==> config.mk <==
export PLATFORM = sky130hd
export DESIGN_NAME = niosduino_pio_ext
export DESIGN_NICKNAME = d
export VERILOG_FILES = /design/src/rtl/niosduino_pio_pkg.sv /design/src/rtl/niosduino_sync_edge.sv /design/src/rtl/niosduino_pio_ext.sv
export SDC_FILE = /design/constraint.sdc
export NUM_CORES = 1
export LEC_CHECK = 0
export ABC_AREA = 1
export CORE_UTILIZATION = 55
export DETAILED_ROUTE_END_ITERATION = 8
export PLACE_DENSITY_LB_ADDON = 0.15
export SYNTH_ARGS = -nofsm -noshare
export SYNTH_HDL_FRONTEND = slang
export SYNTH_SLANG_ARGS = --single-unit
==> constraint.sdc <==
create_clock -name clk_in_clk -period 3.8 [get_ports clk_in_clk]
set_clock_uncertainty 0.2 [all_clocks]
set_input_delay 0.95 -clock clk_in_clk [delete_from_list [all_inputs] [get_ports clk_in_clk]]
set_output_delay 0.95 -clock clk_in_clk [all_outputs]
set_load 0.02 [all_outputs]
==> src/rtl/niosduino_pio_pkg.sv <==
// Shared register map, edge-select encoding and INFO layout for the NIOSDuino GPIO block.
package niosduino_pio_pkg;

  localparam logic [2:0] ADDR_DATA   = 3'd0;
  localparam logic [2:0] ADDR_DIR    = 3'd1;
  localparam logic [2:0] ADDR_MASK   = 3'd2;
  localparam logic [2:0] ADDR_CAP    = 3'd3;
  localparam logic [2:0] ADDR_OUTSET = 3'd4;
  localparam logic [2:0] ADDR_OUTCLR = 3'd5;
  localparam logic [2:0] ADDR_CTRL   = 3'd6;
  localparam logic [2:0] ADDR_INFO   = 3'd7;

  typedef enum logic [1:0] {
    EDGE_RISE = 2'd0,
    EDGE_FALL = 2'd1,
    EDGE_ANY  = 2'd2,
    EDGE_OFF  = 2'd3
  } edge_sel_e;

  localparam int INFO_WIDTH_LSB = 0;
  localparam int INFO_SYNC_LSB  = 8;

endpackage

==> src/rtl/niosduino_sync_edge.sv <==
// Pin synchroniser chain plus a delayed copy of its output for edge detection.
module niosduino_sync_edge #(
  parameter int WIDTH       = 32,
  parameter int SYNC_STAGES = 2
) (
  input  logic             clk,
  input  logic             rst_n,
  input  logic [WIDTH-1:0] pin,
  output logic [WIDTH-1:0] sync,
  output logic [WIDTH-1:0] rise,
  output logic [WIDTH-1:0] fall
);

  logic [SYNC_STAGES-1:0][WIDTH-1:0] chain_q, chain_d;
  logic [WIDTH-1:0]                  s_dly_q, s_dly_d;

  always_comb begin
    chain_d = {chain_q[SYNC_STAGES-2:0], pin};
    s_dly_d = chain_q[SYNC_STAGES-1];
  end

  always_ff @(posedge clk or negedge rst_n) begin
    if (!rst_n) begin
      chain_q <= '0;
      s_dly_q <= '0;
    end else begin
      chain_q <= chain_d;
      s_dly_q <= s_dly_d;
    end
  end

  assign sync = chain_q[SYNC_STAGES-1];
  assign rise = sync & ~s_dly_q;
  assign fall = ~sync & s_dly_q;

endmodule

==> src/rtl/niosduino_pio_ext.sv <==
// Avalon-MM GPIO: per-bit direction, set/clear, synchronised inputs, edge capture, level IRQ.
module niosduino_pio_ext
  import niosduino_pio_pkg::*;
#(
  parameter int          WIDTH       = 32,
  parameter int          SYNC_STAGES = 2,
  parameter logic [31:0] RESET_OUT   = 32'h0,
  parameter int          RESET_EDGE  = 0
) (
  input  logic             clk_in_clk,
  input  logic             reset_reset_n,
  input  logic [2:0]       avs_address,
  input  logic             avs_read,
  input  logic             avs_write,
  input  logic [31:0]      avs_writedata,
  output logic [31:0]      avs_readdata,
  output logic             avs_readdatavalid,
  input  logic [WIDTH-1:0] pi_export,
  output logic [WIDTH-1:0] po_export,
  output logic [WIDTH-1:0] oe_export,
  output logic             irq
);

  localparam logic [31:0] INFO_VAL =
    (32'(WIDTH & 8'hFF) << INFO_WIDTH_LSB) | (32'(SYNC_STAGES & 8'hFF) << INFO_SYNC_LSB);

  logic [WIDTH-1:0] po_q, po_d, oe_q, oe_d, mask_q, mask_d, cap_q, cap_d;
  edge_sel_e        sel_q, sel_d;
  logic [31:0]      rdata_q, rdata_d;
  logic             rvalid_q, rvalid_d, irq_q, irq_d;
  logic [WIDTH-1:0] sync, rise, fall, edges, clr, wd;

  niosduino_sync_edge #(.WIDTH(WIDTH), .SYNC_STAGES(SYNC_STAGES)) u_sync (
    .clk  (clk_in_clk),
    .rst_n(reset_reset_n),
    .pin  (pi_export),
    .sync (sync),
    .rise (rise),
    .fall (fall)
  );

  assign wd = avs_writedata[WIDTH-1:0];

  always_comb begin
    po_d   = po_q;
    oe_d   = oe_q;
    mask_d = mask_q;
    sel_d  = sel_q;
    clr    = '0;
    if (avs_write) begin
      case (avs_address)
        ADDR_DATA:   po_d   = wd;
        ADDR_DIR:    oe_d   = wd;
        ADDR_MASK:   mask_d = wd;
        ADDR_CAP:    clr    = wd;
        ADDR_OUTSET: po_d   = po_q | wd;
        ADDR_OUTCLR: po_d   = po_q & ~wd;
        ADDR_CTRL:   sel_d  = edge_sel_e'(avs_writedata[1:0]);
        default:     ;
      endcase
    end

    // Select uses the registered edge_sel, so a CTRL write affects edges from the next cycle.
    case (sel_q)
      EDGE_RISE: edges = rise;
      EDGE_FALL: edges = fall;
      EDGE_ANY:  edges = rise | fall;
      default:   edges = '0;
    endcase
    cap_d = (cap_q & ~clr) | edges;
    irq_d = |(cap_q & mask_q);

    rdata_d = '0;
    if (avs_read) begin
      case (avs_address)
        ADDR_DATA: rdata_d = 32'(sync);
        ADDR_DIR:  rdata_d = 32'(oe_q);
        ADDR_MASK: rdata_d = 32'(mask_q);
        ADDR_CAP:  rdata_d = 32'(cap_q);
        ADDR_CTRL: rdata_d = {30'h0, sel_q};
        ADDR_INFO: rdata_d = INFO_VAL;
        default:   rdata_d = '0;
      endcase
    end
    rvalid_d = avs_read;
  end

  always_ff @(posedge clk_in_clk or negedge reset_reset_n) begin
    if (!reset_reset_n) begin
      po_q     <= RESET_OUT[WIDTH-1:0];
      oe_q     <= '0;
      mask_q   <= '0;
      cap_q    <= '0;
      sel_q    <= edge_sel_e'(2'(RESET_EDGE));
      rdata_q  <= '0;
      rvalid_q <= 1'b0;
      irq_q    <= 1'b0;
    end else begin
      po_q     <= po_d;
      oe_q     <= oe_d;
      mask_q   <= mask_d;
      cap_q    <= cap_d;
      sel_q    <= sel_d;
      rdata_q  <= rdata_d;
      rvalid_q <= rvalid_d;
      irq_q    <= irq_d;
    end
  end

  assign po_export         = po_q;
  assign oe_export         = oe_q;
  assign avs_readdata      = rdata_q;
  assign avs_readdatavalid = rvalid_q;
  assign irq               = irq_q;

endmodule

==> impl_metrics.toml <==
[status]
outcome = "finished, final reports clean"

[synth]
synthesis.nets = 1383
synthArstFlopShare_pct = 100
synth_top_area_cell = "dfrtp_1"
yosysWarningCount = 0
yosys-top-cells-area = "dfrtp_1 (57%), nand2_1 (11%), o21ai_0 (8.7%), ha_1 (7.0%), nor2_1 (3.6%)"
synth_edf_count = 0
synth_seq_cells = 260
ys.flop_type = "dfrtp_1"
syn_inst = 1248
synth_top_cell_area_share_pct = 57.2
ys_types = 25
syn_area_sq_um = 11400
yosysSeqAreaShare_pct = 57.2
avgSynthCellArea_sq_um = 9.11

[drt]
vias = 9188
drt-wirelength-per-cell_um = 17.2
antenna_left = 0
drt-total-wl_um = 29200
drtIter0Drc = 631
vias_per_cell = 5.42
drcViolationCount = 0
first_pass_iters = 5

[sta]
period_share_pct = 72.3
slew_headroom_pct = 30.6
fmax_mhz = 364
setup_violations = 0
fin_crit_ns = 2.75
finalHoldViolCount = 0
maxSlewViolCount = 0
tightest_slew_ns = 1.04
rsz0062_at_grt = "no"
setup_slack_ns = 1.05
setup_tns_ns = 0

[power_and_ir_drop]
p_leak_uw = 0.00679
power.density_nw_per_um2 = 501
vdd_drop_max_v = 0.000389

[clocking]
numCtsBuffers = 27
cts_resized = 0
clock_path_buffers = 3
postCtsSetupRepairBufs = 0
postCtsHoldBufs = 0
clkSinkCount = 260
clockRootBuffer = "clkbuf_16"
cts_tree = "done"
cts_max_level = 1
insertion_delay_ns = 0.53
clkTransAtPathRegs_ns = 0.06

[critical_path]
reg2reg_depth = 6
worstSetupEndpointType = "register"
r2r_end = "cap_q[22]"
r2r_start = "sel_q[0]"
criticalPathCategory = "input port to register"
cp.arrival_ns = 3.00
setup.worst_path.start_class = "input port"
rrSetupSlack_ns = 1.71
cp_max_fo = 29
worstPathRequired_ns = 4.06

[global_route]
grt_max_degree = 96
grt_use_total_pct = 28.8
antenna_found_initial = 0
grt_pass1_vias = 9236
grt_pass1_wl_um = 47900
grt.overflow.total = 0

[layout]
drive_gt1_share_pct = 7.02
fillers = 1600
layout.nets = 1541
syn_to_final_growth_pct = 24.2
antenna_cells = 0

[floorplan]
die_h_um = 146
dieArea_sq_um = 21300
ios = 169
die_w_um = 146
coreArea_sq_um = 20200
num_rows = 52
start_util_pct = 56.2

[hold_path]
min_from = "u_sync.chain_d[43]"
hold_path_end = "u_sync.sync[11]"
hold_path_depth = 0
worstHoldPathType = "register to register"

[flow_run]
cap_violations = 0

[placed_design]
dp_hpwl_um = 18800
gp_congestion = 0.842
numPortBuffers = 168
pre_cts_slack_ns = 0.576
power breakdown:
group	internal (uW)	switching, uW
sequential	3070	226
combinational	540	772
clock	1410	1070
total	5020	2060
worst max path at each step:
stage	from	end	slack [ns]	cells after the start
finish	avs_address[1]	avs_readdata[25]	1.05	8
global placement	avs_address[1]	avs_readdata[21]	0.68	8
floorplan	avs_address[2]	oe_export[22]	1.73	7
detailed placement	avs_address[1]	avs_readdata[25]	0.58	8
CTS	oe_export[3]	oe_export[3]	1.07	1
global route	avs_address[1]	avs_readdata[25]	0.94	8
kinds of logic (layout without fill, tap and decap cells):
kind of cell,count (synthesis),count (layout),synth area share [%]
buffers and inverters,168,345,6.51
DFF,260,260,57.2
and+or+nand+nor,525,525,19.1
AOI/OAI and AO/OA,231,231,10.2
adders and majority gates,64,64,7.04
cell usage in the layout (no fill, tap or decap):
cell type	instances
clkbuf_1	2
nand2_2	1
inv_4	2
nor2_8	1
clkbuf_16	27
buf_8	1
nand3_4	1
o21ai_1	13
inv_6	2
or2_2	14
buf_12	3
nand2_1	333
nor2_4	3
ha_1	64
nand3_2	1
inv_1	102
o21ai_0	198
nand3_1	38
nand2_4	2
nor2_2	2
buf_4	21
buf_2	1
clkbuf_8	6
nand4_1	21
a21oi_1	18
nor2_1	108
clkinv_2	11
o22ai_1	2
clkdlybuf4s50_1	166
clkinvlp_4	1
dfrtp_1	260
stage by stage:
step	instance area (sq um)	hold slack, ns	power, uW	instances	utilization (%)
after floorplan	11400	0.131	3970	1248	-
after global placement	13300	0.131	4610	1647	65.7
after detailed placement	13300	0.135	4650	1647	65.7
after CTS	14100	0.148	7130	1695	69.8
after global routing	14100	0.154	7410	1695	69.8
final	14100	0.147	7080	1695	69.8
routing by layer:
metal	share of wire, %	routed length [um]	global-route usage [%]	vias up
met5	0	0	0	-
met4	3.5	1010	12.1	0
met3	6.1	1800	3.42	68
li1	-	-	-	4323
met2	49	14200	47.9	356
met1	42	12200	38.4	4441
synthesized netlist by cell type, types with 7 or more instances:
master / n
buf_6: 7
clkbuf_1: 30
o21ai_1: 13
buf_2: 16
or2_2: 14
dfrtp_1: 260
o21ai_0: 198
nand4_1: 21
inv_1: 102
nor2_1: 110
a21oi_1: 18
nand2_1: 333
nand3_1: 39
ha_1: 64
worst max-delay path, cell delays in order:
cell	delay (ns)
clkdlybuf4s50_1	0.64
inv_6	0.21
nand2_4	0.07
nor2_4	0.72
nand2_1	0.19
nand2_1	0.11
nor2_1	0.04
nor2_1	0.07
layout make-up:
type                       count  area [sq um]  share of cell area [%]
timing repair buffer         192          1900                    13.4
inverter                     105           404                    2.86
clock buffer                  35           766                    5.42
tap                          270           338                    2.39
clock inverter                13          71.3                   0.505
multi-input combinational    820          4150                    29.3
sequential                   260          6510                    46.0
sequential cells by signal, summed over array words and instances (netlist names):
| signal | flops |
|---|---|
| avs_readdatavalid | 1 |
| irq | 1 |
| po_export | 32 |
| oe_export | 32 |
| sel_q | 2 |
| cap_q | 32 |
| avs_readdata | 32 |
| u_sync.sync | 32 |
| mask_q | 32 |
| u_sync.s_dly_q | 32 |
| u_sync.chain_d | 32 |
(Power assumes the default switching activity.)
